### src/rtl/ysyx_22050243_ibus_bridge.sv
// Instruction-fetch bridge: core fetch requests to a single-outstanding
// AXI-like read bus, with a one-entry instruction buffer and timeout.
module ysyx_22050243_ibus_bridge #(
   parameter int ADDR_WIDTH     = 64,
   parameter int BUS_DATA_WIDTH = 64,
   parameter int INST_WIDTH     = 32,
   parameter int TIMEOUT        = 255
) (
   input  logic                      clk,
   input  logic                      rst,
   input  logic                      inst_addr_valid,
   input  logic [ADDR_WIDTH-1:0]     inst_addr,
   input  logic                      flush,
   output logic [INST_WIDTH-1:0]     inst_o,
   output logic                      inst_valid_o,
   output logic                      fetch_err_o,
   output logic                      busy_o,
   output logic                      ar_valid_o,
   input  logic                      ar_ready,
   output logic [ADDR_WIDTH-1:0]     ar_addr_o,
   input  logic                      r_valid,
   output logic                      r_ready_o,
   input  logic [BUS_DATA_WIDTH-1:0] r_data,
   input  logic [1:0]                r_resp
);

   localparam int CNT_W = ($clog2(TIMEOUT + 1) > 8) ? $clog2(TIMEOUT + 1) : 8;
   localparam logic [CNT_W-1:0] CNT_LAST = CNT_W'(TIMEOUT - 1);

   typedef enum logic [1:0] {
      S_IDLE,
      S_ADDR,
      S_DATA,
      S_DROP
   } state_t;

   state_t                  r_state;
   state_t                  w_next;
   logic [ADDR_WIDTH-1:0]   r_req_addr;
   logic                    r_drop;
   logic                    r_last_valid;
   logic [ADDR_WIDTH-1:0]   r_last_addr;
   logic [INST_WIDTH-1:0]   r_last_inst;
   logic [INST_WIDTH-1:0]   r_inst;
   logic                    r_inst_valid;
   logic                    r_err;
   logic [CNT_W-1:0]        r_cnt;

   logic                    w_start;
   logic                    w_hit;
   logic                    w_misal;
   logic                    w_ok;
   logic                    w_rerr;
   logic                    w_tout;
   logic                    w_cnt_clr;
   logic                    w_cnt_inc;
   logic                    w_deliver;
   logic [INST_WIDTH-1:0]   w_lane;

   assign w_lane = r_req_addr[2] ? r_data[INST_WIDTH +: INST_WIDTH]
                                 : r_data[0 +: INST_WIDTH];

   always_ff @(posedge clk) begin
      if (rst) r_state <= S_IDLE;
      else     r_state <= w_next;
   end

   always_comb begin
      w_next     = r_state;
      w_start    = 1'b0;
      w_hit      = 1'b0;
      w_misal    = 1'b0;
      w_ok       = 1'b0;
      w_rerr     = 1'b0;
      w_tout     = 1'b0;
      w_cnt_clr  = 1'b0;
      w_cnt_inc  = 1'b0;
      ar_valid_o = 1'b0;
      ar_addr_o  = '0;
      r_ready_o  = 1'b0;
      busy_o     = 1'b1;
      unique case (r_state)
         S_IDLE: begin
            busy_o = 1'b0;
            if (inst_addr_valid && !flush) begin
               if (inst_addr[1:0] != 2'b00) begin
                  w_misal = 1'b1;
               end else if (r_last_valid && inst_addr == r_last_addr) begin
                  w_hit = 1'b1;
               end else begin
                  w_start = 1'b1;
                  w_next  = S_ADDR;
               end
            end
         end
         S_ADDR: begin
            ar_valid_o = 1'b1;
            ar_addr_o  = {r_req_addr[ADDR_WIDTH-1:3], 3'b000};
            if (ar_ready) begin
               w_cnt_clr = 1'b1;
               w_next    = (r_drop || flush) ? S_DROP : S_DATA;
            end
         end
         S_DATA: begin
            r_ready_o = 1'b1;
            if (flush) begin
               w_next = r_valid ? S_IDLE : S_DROP;
            end else if (r_valid) begin
               w_next = S_IDLE;
               if (r_resp == 2'b00) w_ok = 1'b1;
               else                 w_rerr = 1'b1;
            end else if (r_cnt == CNT_LAST) begin
               // TIMEOUT data cycles have now elapsed with no response
               w_tout = 1'b1;
               w_next = S_DROP;
            end else begin
               w_cnt_inc = 1'b1;
            end
         end
         S_DROP: begin
            r_ready_o = 1'b1;
            if (r_valid) w_next = S_IDLE;
         end
         default: w_next = S_IDLE;
      endcase
   end

   assign w_deliver = w_ok && inst_addr_valid && (inst_addr == r_req_addr);

   always_ff @(posedge clk) begin
      if (rst) begin
         r_req_addr   <= '0;
         r_drop       <= 1'b0;
         r_last_valid <= 1'b0;
         r_last_addr  <= '0;
         r_last_inst  <= '0;
         r_inst       <= '0;
         r_inst_valid <= 1'b0;
         r_err        <= 1'b0;
         r_cnt        <= '0;
      end else begin
         r_inst_valid <= w_hit || w_deliver;
         r_err        <= w_misal || w_rerr || w_tout;
         if (w_start) r_req_addr <= inst_addr;
         if (w_start)                        r_drop <= 1'b0;
         else if (r_state == S_ADDR && flush) r_drop <= 1'b1;
         if (w_hit)          r_inst <= r_last_inst;
         else if (w_deliver) r_inst <= w_lane;
         if (w_ok) begin
            r_last_inst  <= w_lane;
            r_last_addr  <= r_req_addr;
            r_last_valid <= 1'b1;
         end
         if (flush || w_rerr) r_last_valid <= 1'b0;
         if (w_cnt_clr)      r_cnt <= '0;
         else if (w_cnt_inc) r_cnt <= r_cnt + CNT_W'(1);
      end
   end

   assign inst_o       = r_inst;
   assign inst_valid_o = r_inst_valid;
   assign fetch_err_o  = r_err;

endmodule

### config.mk
export PLATFORM = sky130hd
export DESIGN_NAME = ysyx_22050243_ibus_bridge
export DESIGN_NICKNAME = d
export VERILOG_FILES = /design/src/rtl/ysyx_22050243_ibus_bridge.sv
export SDC_FILE = /design/constraint.sdc
export NUM_CORES = 1
export LEC_CHECK = 0
export BUFFER_PORTS_ARGS = -buffer_cell sky130_fd_sc_hd__buf_2
export CORE_MARGIN = 3
export CORE_UTILIZATION = 30
export CTS_BUF_LIST = sky130_fd_sc_hd__clkbuf_16
export DETAILED_ROUTE_END_ITERATION = 8
export SYNTH_ARGS = -nofsm -noshare
export SYNTH_HDL_FRONTEND = slang
export SYNTH_SLANG_ARGS = --single-unit
### constraint.sdc
create_clock -name clk -period 2.4 [get_ports clk]
set_clock_uncertainty 0.05 [all_clocks]
set_input_delay 0.12 -clock clk [delete_from_list [all_inputs] [get_ports clk]]
set_output_delay 0.12 -clock clk [all_outputs]
set_load 0.02 [all_outputs]
* Word level (Yosys, flattened, before mapping)
Cells that the tools add are included.
** Operators by class
- Muxes and demuxes :: 47
- Bitwise operators :: 0
- Multiply operators :: 0
- Magnitude comparators :: 0
- Add/sub/neg operators :: 1
- Equal/unequal tests :: 12
- Div/mod/pow operators :: 0
- Reductions and logical operators :: 20
- Shifts and indexed selects :: 0
** Operator list (number)
- $eq 64x64->1 :: 2
- $mux 32 :: 3
- $mux 64 :: 1
- $mux 1 :: 33
- $mux 2 :: 9
- $ne 2x2->1 const B :: 5
- $add 8x1->8 const B :: 1
- $eq 8x8->1 const B :: 1
- $pmux 2 s4 :: 1
- $reduce_or 2->1 :: 4
- $reduce_and 6->1 :: 1
- $logic_and 1x1->1 :: 5
- $logic_or 1x1->1 :: 5
- $eq 2x2->1 const B :: 2
- $logic_not 2->1 :: 2
- $ne 4x4->1 const B :: 1
- $reduce_bool 2->1 :: 2
- $eq 2x1->1 const B :: 1
- $logic_not 1->1 :: 1
** Word-level totals
- Flip-flop bits (word level) :: 206
- Logic and storage cells :: 90
- ROM bits :: 0
- Memories kept :: 0
- Latch bits :: 0
- RAM bits :: 0
- Output and inout bits :: 101

* Longest topological paths before layout
- Word-level depth :: 9
- Depth in mapped cells :: 9
- Gate-level depth less buffers :: 8

* Least setup slack after synthesis
OpenSTA, ideal clock, no wires.
- Path kind :: register to register
- From :: reg r_state[1]
- To :: reg r_inst[11], in the netlist inst_o[11]
- Setup slack :: 3 ps
- Arrival time :: 2277 ps
- Cell stages (with the launch flop) :: 10
- Clock period less this slack :: 2397 ps
- Path buffers :: 2
- Cells stage by stage :: dfxtp_1 nor3b_2 nand3_1 or3b_1 nor4_1 and4b_1 buf_2 clkbuf_4 mux2_2 o2bb2ai_1
** Between the ends
- Cells in the longest elaborated chain, start to end :: 5
- Elaborated cells on any way between the ends :: 8
** RTL lines
- start: declaration :: RTL line 37 : state_t r_state;
- start signal: assignment :: RTL line 65 : else r_state <= w_next;
- $eq 2x2->1 :: RTL line 82 : unique case (r_state)
- $mux 1 :: RTL line 82
- $logic_and 1x1->1 (2 in a row) :: RTL line 128 : assign w_deliver = w_ok && inst_addr_valid && (inst_addr == r_req_addr);
- $reduce_bool 2->1 (no source line)
- end signal: assignment :: RTL line 147 : if (w_hit) r_inst <= r_last_inst;
- end signal: assignment :: RTL line 148 : else if (w_deliver) r_inst <= w_lane;
- end: declaration :: RTL line 44 : logic [INST_WIDTH-1:0] r_inst;
Parallel ways exist; a longest one is shown, timed or not.
A chain may end at the register's enable or synchronous reset.

* Worst setup path after layout
- From :: reg r_req_addr[8]
- To :: reg r_inst[0], in the netlist inst_o[0]
** Between the ends
- Cells in the longest elaborated chain, start to end :: 3
** RTL lines
- start: declaration :: RTL line 39 : logic [ADDR_WIDTH-1:0] r_req_addr;
- start signal: assignment :: RTL line 144 : if (w_start) r_req_addr <= inst_addr;
- $eq 64x64->1 :: RTL line 128
- $logic_and 1x1->1 :: RTL line 128
- $reduce_bool 2->1 (no source line)
No other way between the ends.

==> results by group <==
Run status
  • Status: complete, but fails checks
  • Failing checks: setup timing

Floorplan
  • Die ar.: 36,000 µm²
  • Die W: roughly 190 µm
  • Chip height: about 190 µm
  • # IOs: 237
  • Rows: 66
  • Core Region: 32,900 µm²
  • Starting Density: 30.8%

Synthesis
  • EDFF count, synth: 0
  • Yosys top cell by area: dfxtp_1
  • Yosys top cell area share: 40.8%
  • Most common cell in the netlist: dfxtp_1
  • Seq/Total Area, Yosys: 40.8%
  • Top post-synthesis cells by area: dfxtp_1, mux2i_1, xnor2_1
  • FFs w/ async S/R, synth: 0%
  • Synth Register Bits: 206
  • Top post-synthesis cells by count: dfxtp_1, nand2_1, nor2_1
  • Synth Flop Type: dfxtp_1
  • Synthesized cell area: 10,100 µm²
  • Yosys cell types: 56
  • Synth Area per Inst: 8.66 µm²
  • Synth Instances: 1,168
  • YS warnings: 0

Cells and area
  • Final-stage net count: about 1,800
  • Post-route design area: between 15,000 and 20,000 µm²
  • Share of post-route cells with drive strength above 1: 33.8%
  • Ant diodes: 0
  • Final Non-Filler Cells: 2,091
  • Area grow syn2layout: 55.1%
  • Fin util: 47.8%

Clock network
  • CTS Buf Count: 24
  • CTS root buf: clkbuf_16
  • Clk buf depth: 3
  • Clk sinks: 206
  • Clk slew on worst S/H paths: 0.06 ns
  • Skew-Pair Late Insertion Delay: 0.52 ns
  • H-Tree Level Count: 1
  • CTS tree: done

Place
  • Hpwl dp: roughly 26,000 µm
  • Pre-CTS setup slack: -0.278 ns
  • DP Area: 12,800 µm²
  • IO Port Bufs: approximately 230
  • DP Cell Count: between 1,500 and 2,000
  • RePlAce Congestion: a little over 0.9

Routing
  • Vias: approximately 10,000
  • Initial DRC Count: 663
  • DR WL/cell: 18.7 µm
  • First drt pass iteration count: 5
  • Via/cell ratio: 4.83
  • DRC: 0
  • ANT nets after route: 0
  • Routed WL: slightly below 40,000 µm

Hold path
  • Hold Crit Class: input port to flop
  • Worst Hold Endpoint: r_last_inst[16]
  • Hold path startpoint: r_data[48]
  • Hold Path Depth: 3

Pwr
  • Pwr/cell area: about 520 nW/µm²
  • Worst IR drop on VDD: 0.000464 V
  • P_int: about 6.1 mW
  • Sw Ratio: roughly a quarter
  • Sequential share of power: around 43%
  • Clock share of power: 43.8%
  • Logic pwr share: 13.6%
  • Switching power: 2.10 mW
  • Leakage: 6.87 nW

Setup path
  • CP Class: flop to flop
  • Critical Path AT: around 3 ns
  • R2R Setup Slk: -0.19 ns
  • Critical-path maximum fanout: 8
  • Crit path required time: 2.80 ns
  • Cell count of the worst reg-to-reg path: 8
  • FF-to-FF Start: r_req_addr[8]
  • Reg2reg end: inst_o[0]
  • Startpoint Class: flop
  • CP Capture Type: flop

Global routing
  • Grt ovf: 0
  • Pin count of the biggest net entering global routing: slightly above 80
  • Initial antenna violation count: 0
  • First-pass GRT wire length: 56,600 µm
  • GRT Util Overall: 20.0%
  • Vias in the first global route: 9,844

Flow run
  • Max-cap viol count: 0

STA
  • Fin Hold WS: 0.0256 ns
  • Worst setup margin: -0.194 ns
  • Max-slew headroom: 45.8%
  • RSZ-0062 raised after global routing: yes
  • Final setup vio count: 78
  • Final hold viol count: 0
  • Period utilization: 108%
  • Max Freq: 385 MHz
  • Minimum clock period: 2.59 ns
  • Slew @ Worst Pin: 0.814 ns
  • Slew Viols, Final: 0
sequential cells by signal, summed over array words and instances, names as in the netlist:
signal / cells
r_drop: 1
r_last_inst: 32
r_last_addr: 64
inst_valid_o: 1
inst_o: 32
r_state: 2
r_last_valid: 1
r_cnt: 8
fetch_err_o: 1
r_req_addr: 64
layout by cell type (no fill, tap or decap), types with 4 or more instances in the layout:
master and count:
o21ai_0 5, buf_12 16, a21oi_1 70, a211oi_1 33, mux2i_2 4, xnor2_1 42, clkbuf_16 30, and2_1 62
buf_6 8, clkinv_1 6, nor2_1 111, nand4_1 21, nor2b_1 26, nand2b_1 18, dfxtp_2 11, xor2_1 32
xnor2_2 19, clkinv_2 4, mux2i_1 90, nand3_1 5, dlygate4sd3_1 119, nor4_1 14, dfxtp_1 193, o2111ai_1 5
o2bb2ai_2 31, o22ai_1 7, a2111o_1 5, buf_4 126, inv_1 56, nand2_1 141, nor3_1 4, nor4_2 4
buf_2 232, mux2_4 31
worst max-delay path by stage:
stage	cells after the start	endpoint	from	slack [ns]
2_1_floorplan	9	inst_o[11]	r_state[1]	0.003
3_3_place_gp	11	inst_o[26]	inst_addr[55]	-0.29
3_5_place_dp	11	inst_o[20]	inst_addr[55]	-0.28
4_1_cts	8	inst_o[20]	r_req_addr[8]	-0.15
5_1_grt	8	inst_o[0]	r_req_addr[8]	-0.26
6_report	8	inst_o[0]	r_req_addr[8]	-0.19
power groups by stage:
| stage | clock, mW | sequential (mW) | combinational (mW) |
|---|---|---|---|
| after floorplan | 0 | 3.56 | 0.381 |
| after global placement | 0 | 3.56 | 0.863 |
| after detailed placement | 0 | 3.56 | 0.865 |
| after CTS | 3.66 | 3.48 | 1.07 |
| after global routing | 3.80 | 3.49 | 1.19 |
| final | 3.59 | 3.48 | 1.12 |
cell type report:
cell class | count | area, µm²
inverters | 57 | 214
fillers | 3125 | 17200
clock inverters | 18 | 141
well taps | 442 | 553
clock buffers | 25 | 626
flip-flops and latches | 206 | 4150
repair buffers | 509 | 3890
multi-input cells | 834 | 6130
per-stage QoR:
step / TNS [ns] / total power [mW]
4_1_cts: -5.73 / 8.21
5_1_grt: -12.65 / 8.47
2_1_floorplan: 0 / 3.94
3_3_place_gp: -9.24 / 4.42
6_report: -5.58 / 8.19
3_5_place_dp: -10.45 / 4.42
repair_timing:
| item | CTS | global route |
|---|---|---|
| buffers inserted | 6 | 5 |
| endpoints found under the setup margin | 91 | 99 |
| pin swaps | 7 | 55 |
| endpoints found under the hold margin | 95 | 0 |
| gates resized for setup | 31 | 115 |
| hold buffers | 119 | 0 |
| cloned | 5 | 8 |
logic make-up after synthesis:
logic type	count (synthesis)	synth area share (%)
other	1	0.0371
AO/OA/AOI/OAI	169	11.4
AND/OR/NAND/NOR	440	21.4
buffers and inverters	130	5.22
multiplexers	125	12.7
XOR/XNOR	95	8.22
flip-flops	206	40.8
adder cells (fa/ha/maj)	2	0.247
per-layer routing:
metal / vias up / global-route usage, % / wire length [µm]
met5: - / 0 / 0
met4: 0 / 6.08 / 1270
met3: 63 / 2.19 / 2010
met2: 291 / 34.0 / 18400
met1: 4845 / 26.7 / 17400
li1: 4893 / - / -
critical path: stages, from the launching register on:
cell       delay (ns)
dfxtp_4          0.36
xor2_4           0.17
nor4_2           0.26
or3b_4           0.41
nor4_4           0.22
and4b_4          0.38
clkbuf_16        0.22
mux2_4           0.31
o2bb2ai_2        0.13
No activity file was read; power rests on OpenSTA's default activity.
